### src/rtl/mc_ctrl_pkg.sv
// mc_ctrl_pkg: state, opcode, funct, ALU and mux-select encodings for the multicycle MIPS controller
package mc_ctrl_pkg;
  typedef enum logic [3:0] {
    IDLE, FETCH, DECODE, MEMADR, MEMRD, MEMWB, MEMWR,
    EXEC, RWB, BRANCH, ADDI_EX, ADDI_WB, JUMP, ILLEGAL
  } state_t;
  localparam logic [5:0] OP_RTYPE = 6'b000000;
  localparam logic [5:0] OP_LW = 6'b100011;
  localparam logic [5:0] OP_SW = 6'b101011;
  localparam logic [5:0] OP_BEQ = 6'b000100;
  localparam logic [5:0] OP_ADDI = 6'b001000;
  localparam logic [5:0] OP_J = 6'b000010;
  localparam logic [5:0] F_ADD = 6'b100000;
  localparam logic [5:0] F_SUB = 6'b100010;
  localparam logic [5:0] F_AND = 6'b100100;
  localparam logic [5:0] F_OR = 6'b100101;
  localparam logic [5:0] F_SLT = 6'b101010;
  localparam logic [3:0] ALU_ADD = 4'b0000;
  localparam logic [3:0] ALU_SUB = 4'b0001;
  localparam logic [3:0] ALU_AND = 4'b0010;
  localparam logic [3:0] ALU_OR = 4'b0011;
  localparam logic [3:0] ALU_SLT = 4'b0100;
  localparam logic [1:0] SRCB_B = 2'b00;
  localparam logic [1:0] SRCB_4 = 2'b01;
  localparam logic [1:0] SRCB_IMM = 2'b10;
  localparam logic [1:0] SRCB_IMM_SH = 2'b11;
  localparam logic [1:0] PCSRC_ALU = 2'b00;
  localparam logic [1:0] PCSRC_ALUOUT = 2'b01;
  localparam logic [1:0] PCSRC_JUMP = 2'b10;
endpackage

### src/rtl/mc_alu_decode.sv
// mc_alu_decode: maps R-type funct to ALU_func and flags unsupported funct codes
module mc_alu_decode
  import mc_ctrl_pkg::*;
(
  input  logic [5:0] funct,
  output logic [3:0] alu_func,
  output logic       funct_legal
);
  always_comb begin
    alu_func = ALU_ADD;
    funct_legal = 1'b1;
    case (funct)
      F_ADD: alu_func = ALU_ADD;
      F_SUB: alu_func = ALU_SUB;
      F_AND: alu_func = ALU_AND;
      F_OR: alu_func = ALU_OR;
      F_SLT: alu_func = ALU_SLT;
      default: funct_legal = 1'b0;
    endcase
  end
endmodule

### src/rtl/mc_control_fsm.sv
// mc_control_fsm: multicycle MIPS control FSM sequencing datapath enables, mux selects and ALU codes
module mc_control_fsm
  import mc_ctrl_pkg::*;
(
  input  logic       CLK,
  input  logic       reset,
  input  logic [5:0] opcode,
  input  logic [5:0] funct,
  input  logic       Zero,
  input  logic       mem_ready,
  output logic       PC_WE,
  output logic       IR_WE,
  output logic       MDR_WE,
  output logic       ALUOut_WE,
  output logic       RF_WE,
  output logic       MEM_RE,
  output logic       MEM_WE,
  output logic       IorD,
  output logic       ALUSrcA,
  output logic [1:0] ALUSrcB,
  output logic [1:0] PCSrc,
  output logic       RegDst,
  output logic       MemToReg,
  output logic [3:0] ALU_func,
  output logic       instr_done,
  output logic       illegal
);
  state_t state_q, state_d;
  logic [3:0] r_func;
  logic funct_legal;
  mc_alu_decode u_alu_decode (
    .funct(funct),
    .alu_func(r_func),
    .funct_legal(funct_legal)
  );
  always_ff @(posedge CLK or posedge reset)
    if (reset) state_q <= IDLE;
    else state_q <= state_d;
  always_comb begin
    state_d = state_q;
    PC_WE = 1'b0;
    IR_WE = 1'b0;
    MDR_WE = 1'b0;
    ALUOut_WE = 1'b0;
    RF_WE = 1'b0;
    MEM_RE = 1'b0;
    MEM_WE = 1'b0;
    IorD = 1'b0;
    ALUSrcA = 1'b0;
    ALUSrcB = SRCB_B;
    PCSrc = PCSRC_ALU;
    RegDst = 1'b0;
    MemToReg = 1'b0;
    ALU_func = ALU_ADD;
    instr_done = 1'b0;
    illegal = 1'b0;
    case (state_q)
      IDLE: state_d = FETCH;
      FETCH: begin
        MEM_RE = 1'b1;
        ALUSrcB = SRCB_4;
        IR_WE = mem_ready;
        PC_WE = mem_ready;
        state_d = mem_ready ? DECODE : FETCH;
      end
      DECODE: begin
        ALUSrcB = SRCB_IMM_SH;
        ALUOut_WE = 1'b1;
        state_d = (opcode == OP_LW || opcode == OP_SW) ? MEMADR :
                  opcode == OP_RTYPE ? (funct_legal ? EXEC : ILLEGAL) :
                  opcode == OP_BEQ ? BRANCH :
                  opcode == OP_ADDI ? ADDI_EX :
                  opcode == OP_J ? JUMP : ILLEGAL;
      end
      MEMADR: begin
        ALUSrcA = 1'b1;
        ALUSrcB = SRCB_IMM;
        ALUOut_WE = 1'b1;
        state_d = opcode == OP_LW ? MEMRD : MEMWR;
      end
      MEMRD: begin
        MEM_RE = 1'b1;
        IorD = 1'b1;
        MDR_WE = mem_ready;
        state_d = mem_ready ? MEMWB : MEMRD;
      end
      MEMWB: begin
        RF_WE = 1'b1;
        MemToReg = 1'b1;
        instr_done = 1'b1;
        state_d = FETCH;
      end
      MEMWR: begin
        MEM_WE = 1'b1;
        IorD = 1'b1;
        instr_done = mem_ready;
        state_d = mem_ready ? FETCH : MEMWR;
      end
      EXEC: begin
        ALUSrcA = 1'b1;
        ALUOut_WE = 1'b1;
        ALU_func = r_func;
        state_d = RWB;
      end
      RWB: begin
        RF_WE = 1'b1;
        RegDst = 1'b1;
        instr_done = 1'b1;
        state_d = FETCH;
      end
      BRANCH: begin
        ALUSrcA = 1'b1;
        ALU_func = ALU_SUB;
        PCSrc = PCSRC_ALUOUT;
        PC_WE = Zero;
        instr_done = 1'b1;
        state_d = FETCH;
      end
      ADDI_EX: begin
        ALUSrcA = 1'b1;
        ALUSrcB = SRCB_IMM;
        ALUOut_WE = 1'b1;
        state_d = ADDI_WB;
      end
      ADDI_WB: begin
        RF_WE = 1'b1;
        instr_done = 1'b1;
        state_d = FETCH;
      end
      JUMP: begin
        PCSrc = PCSRC_JUMP;
        PC_WE = 1'b1;
        instr_done = 1'b1;
        state_d = FETCH;
      end
      ILLEGAL: illegal = 1'b1;
      default: state_d = IDLE;
    endcase
  end
endmodule

### config.mk
export PLATFORM = sky130hd
export DESIGN_NAME = mc_control_fsm
export DESIGN_NICKNAME = d
export VERILOG_FILES = /design/src/rtl/mc_ctrl_pkg.sv /design/src/rtl/mc_alu_decode.sv /design/src/rtl/mc_control_fsm.sv
export SDC_FILE = /design/constraint.sdc
export NUM_CORES = 1
export LEC_CHECK = 0
export CORE_MARGIN = 1.5
export CORE_UTILIZATION = 42
export CTS_BUF_LIST = sky130_fd_sc_hd__clkbuf_2
export DETAILED_ROUTE_END_ITERATION = 10
export PLACE_DENSITY = 0.86
export RECOVER_POWER = 25
export SLEW_MARGIN = 25
export SYNTH_ARGS = -nofsm -noshare
export SYNTH_HDL_FRONTEND = slang
export SYNTH_SLANG_ARGS = --single-unit
### constraint.sdc
create_clock -name CLK -period 2.2 [get_ports CLK]
set_clock_uncertainty 0.05 [all_clocks]
set_input_delay 0.22 -clock CLK [delete_from_list [all_inputs] [get_ports CLK]]
set_output_delay 0.22 -clock CLK [all_outputs]
set_load 0.02 [all_outputs]
==> impl_results.html <==
<table>
<tr><th>Metric</th><th>Value</th></tr>
<tr><th colspan="2">Synth</th></tr>
<tr><td>Netlist area before placement</td><td>659 sq um</td></tr>
<tr><td>Share of the synthesized area in the top cell type</td><td>15.2%</td></tr>
<tr><td>Netlist cell types</td><td>37</td></tr>
<tr><td>Count of flip-flops with a built-in enable after synthesis</td><td>0</td></tr>
<tr><td>Total number of yosys warnings</td><td>0</td></tr>
<tr><td>Gate count of the mapped netlist</td><td>96</td></tr>
<tr><td>Dominant cells by area after synthesis</td><td>sky130_fd_sc_hd__dfrtp_1, sky130_fd_sc_hd__nor2_1, sky130_fd_sc_hd__nor3_1</td></tr>
<tr><td>Library cell with the largest summed area after synthesis</td><td>sky130_fd_sc_hd__dfrtp_1</td></tr>
<tr><td>Sequential-to-total area share from yosys stat</td><td>15.2%</td></tr>
<tr><td>Count of state elements after synthesis</td><td>4</td></tr>
<tr><td>Dominant register cell in the synthesized netlist</td><td>sky130_fd_sc_hd__dfrtp_1</td></tr>
<tr><td>FFs w/ async S/R, synth</td><td>100%</td></tr>
<tr><td>Number of nets in the synthesized netlist</td><td>112</td></tr>
<tr><td>Average cell area after synthesis</td><td>6.87 sq um</td></tr>
<tr><th colspan="2">STA</th></tr>
<tr><td>Setup-failing EPs final</td><td>0</td></tr>
<tr><td>Portion of the clock cycle consumed by the worst path in the final layout</td><td>95.1%</td></tr>
<tr><td>Hold violation total from the final report</td><td>0</td></tr>
<tr><td>PnR worst setup slack</td><td>0.108 ns</td></tr>
<tr><td>Unrepaired setup endpoints after global routing</td><td>no</td></tr>
<tr><td>Final Max Tran Viols</td><td>0</td></tr>
<tr><td>Achievable clock frequency</td><td>478 MHz</td></tr>
<tr><td>Total negative setup slack</td><td>0 ns</td></tr>
<tr><td>Final min period</td><td>2.09 ns</td></tr>
<tr><th colspan="2">Min path</th></tr>
<tr><td>Kind of path behind the tightest hold check</td><td>in -&gt; async</td></tr>
<tr><th colspan="2">Final layout</th></tr>
<tr><td>Fillers</td><td>131</td></tr>
<tr><td>Relative area change from synthesis to final layout</td><td>60.9%</td></tr>
<tr><td>Antenna diode count</td><td>0</td></tr>
<tr><td>Registers with the most flip-flops</td><td>state_q: 4 flops</td></tr>
<tr><td>Number of cells in the finished layout apart from fillers</td><td>150</td></tr>
<tr><td>Most frequent cells in the layout</td><td>sky130_fd_sc_hd__clkdlybuf4s50_1, sky130_fd_sc_hd__nor2_1, sky130_fd_sc_hd__buf_4</td></tr>
<tr><td># nets final</td><td>152</td></tr>
<tr><td>Leading cell type in the layout, fill and taps excluded</td><td>sky130_fd_sc_hd__clkdlybuf4s50_1</td></tr>
<tr><td>Core utilization of the finished layout</td><td>71.3%</td></tr>
<tr><td>Share of post-route cells with drive strength above 1</td><td>10.4%</td></tr>
<tr><td>Max FFs per register</td><td>4</td></tr>
<tr><td>Largest register by flop count</td><td>state_q</td></tr>
<tr><th colspan="2">Critical path</th></tr>
<tr><td>Critical Path End Type</td><td>output pin</td></tr>
<tr><td>Internal reg-to-reg setup slack</td><td>0.53 ns</td></tr>
<tr><td>Worst Setup Start Kind</td><td>flip-flop</td></tr>
<tr><td>Worst-path maximum fanout</td><td>15</td></tr>
<tr><td>Worst EP required</td><td>1.93 ns</td></tr>
<tr><td>Type of the worst setup path</td><td>reg -&gt; out</td></tr>
<tr><td>Arrival time reported for the critical path endpoint</td><td>1.82 ns</td></tr>
<tr><th colspan="2">Detailed routing</th></tr>
<tr><td>Number of design rule violations left after detail routing</td><td>0</td></tr>
<tr><td>Total wire length after detailed routing</td><td>1.96 mm</td></tr>
<tr><td>Number of vias in the routed layout</td><td>861</td></tr>
<tr><td>DRT iter0 DRCs</td><td>35</td></tr>
<tr><td>Number of vias per cell</td><td>5.74</td></tr>
<tr><td>Avg WL per Cell</td><td>13.1 microns</td></tr>
<tr><td>Antenna viol nets, final</td><td>0</td></tr>
<tr><td>Number of iterations in the first detailed-routing pass</td><td>4</td></tr>
<tr><th colspan="2">Die</th></tr>
<tr><td>Boundary pin count</td><td>37</td></tr>
<tr><td>Die footprint</td><td>1820 sq um</td></tr>
<tr><td>Floorplan die width</td><td>42.6 microns</td></tr>
<tr><td>Std-Cell Core Area</td><td>1490 sq um</td></tr>
<tr><td>Starting density of the core</td><td>44.3%</td></tr>
<tr><td>Height of the die</td><td>42.6 microns</td></tr>
<tr><td>Floorplan row count</td><td>14</td></tr>
<tr><th colspan="2">Clocking</th></tr>
<tr><td>Maximum count of clock buffers along a single path</td><td>2</td></tr>
<tr><td>Buffers inserted during post-CTS setup optimization</td><td>0</td></tr>
<tr><td>Number of H-tree branching levels</td><td>1</td></tr>
<tr><td>CTS Hold Bufs</td><td>0</td></tr>
<tr><td>TritonCTS Buffers</td><td>3</td></tr>
<tr><td>CTS clock-pin slew for the worst setup and hold paths</td><td>0.05 ns</td></tr>
<tr><td>Clk root buf</td><td>sky130_fd_sc_hd__clkbuf_2</td></tr>
<tr><td>Clock Sink Count</td><td>4</td></tr>
<tr><td>CTS tree</td><td>built</td></tr>
<tr><td>Clock latency at the later pin of the worst-skew pair</td><td>0.21 ns</td></tr>
<tr><th colspan="2">Global route</th></tr>
<tr><td>Number of antenna violations at the first check in global routing</td><td>0</td></tr>
<tr><td>Pin count of the biggest net entering global routing</td><td>19</td></tr>
<tr><td>Vias in the first global route</td><td>788</td></tr>
<tr><td>Global-route wire length before repair</td><td>3.23 mm</td></tr>
<tr><td>Sum of overflow across all layers after global routing</td><td>0</td></tr>
<tr><td>Total GRT Usage</td><td>22.5%</td></tr>
<tr><th colspan="2">Place</th></tr>
<tr><td>RePlAce Congestion</td><td>0.899</td></tr>
<tr><td>DPL Wire Length</td><td>1.57 mm</td></tr>
<tr><td>DP Worst Slack</td><td>-0.0615 ns</td></tr>
<tr><td>Total instance count after detailed placement</td><td>147</td></tr>
<tr><td>Count of port buffers added during placement</td><td>35</td></tr>
<tr><th colspan="2">Power and ir drop</th></tr>
<tr><td>Worst voltage drop across the vdd grid</td><td>524 uV</td></tr>
<tr><td>Total power divided by cell area</td><td>1210 nW/um^2</td></tr>
<tr><td>Leakage power</td><td>0.509 nW</td></tr>
<tr><th colspan="2">Status</th></tr>
<tr><td>Result of the run</td><td>completed</td></tr>
<tr><th colspan="2">Flow run</th></tr>
<tr><td>Maximum Capacitance Violations</td><td>0</td></tr>
</table>
==> cell usage after synthesis (all sizes together), types with 3 or more instances <==
cell type  count
nand2          5
nor4           3
nand2b         6
dfrtp          4
nand3          3
buf            8
nor2b          3
a31oi          3
inv            4
nor3           7
a21oi          6
xor2           3
o21ai          6
nor2          11
==> path summary, 6_finish.rpt <==
| check | depth (start not counted) | from | to |
|---|---|---|---|
| worst max-delay path | 4 | state_q[2]$_DFFE_PP0N_ | ALUSrcB[1] |
| worst min-delay path | 2 | reset | state_q[2]$_DFFE_PP0N_ |
| worst max register to register | 6 | state_q[3]$_DFFE_PP0N_ | state_q[1]$_DFFE_PP0N_ |
| worst min register to register | 2 | state_q[2]$_DFFE_PP0N_ | state_q[1]$_DFFE_PP0N_ |
| max in group asynchronous | 2 | reset | state_q[3]$_DFFE_PP0N_ |
| min in group CLK | 2 | state_q[2]$_DFFE_PP0N_ | state_q[1]$_DFFE_PP0N_ |
==> area by class of cell <==
class                           instances  area (sq um)  share of cell area, %
Multi-Input combinational cell         80           495                   46.7
Timing Repair Buffer                   43           415                   39.2
Sequential cell                         4           100                   9.43
Tap cell                               16          20.0                   1.89
Clock buffer                            3          15.0                   1.42
Inverter                                4          15.0                   1.42
==> critical path, cell delays in order, from the launching register on <==
cell and delay [ns]:
sky130_fd_sc_hd__dfrtp_1 0.37, sky130_fd_sc_hd__buf_4 0.19, sky130_fd_sc_hd__nand2b_1 0.25, sky130_fd_sc_hd__a21oi_1 0.17
sky130_fd_sc_hd__clkdlybuf4s50_1 0.62
==> layer usage <==
layer,share of wire [%],track usage [%],vias up
met3,3.5,2.16,6
met4,2.0,10.0,0
met1,42,27.4,398
met5,0,0,-
li1,-,-,429
met2,52,39.1,28
==> cells by family (layout without fill, tap and decap cells) <==
kind of cell,count (synthesis),count (layout),synth area share (%)
AND/OR/NAND/NOR,48,48,41.4
AO/OA/AOI/OAI,25,25,25.0
buffers and inverters,12,50,9.68
XOR/XNOR,5,5,6.64
flip-flops,4,4,15.2
other,1,1,0.569
multiplexers,1,1,1.52
==> power by group <==
part           total (W)  switching, W  internal, W
combinational    0.00109      0.000594     0.000493
sequential      0.000130     0.0000225     0.000107
clock          0.0000689     0.0000321    0.0000367
==> per-stage QoR <==
| step | cell area, sq um | power (W) | hold slack [ns] |
|---|---|---|---|
| finish | 1060 | 0.00129 | 0.272 |
| global route | 1060 | 0.00139 | 0.281 |
| CTS | 1050 | 0.00130 | 0.133 |
| detailed placement | 1040 | 0.00124 | 0.361 |
| global placement | 1040 | 0.00122 | 0.354 |
| floorplan | 659 | 0.000824 | -0.0639 |
==> timing repair <==
| action | in CTS | in global routing |
|---|---|---|
| endpoints found under the setup margin | 4 | 4 |
| pin swaps | 0 | 0 |
| gates resized for setup | 4 | 4 |
| cloned | 0 | 0 |
Note: power is estimated with default switching activity, not from simulation.
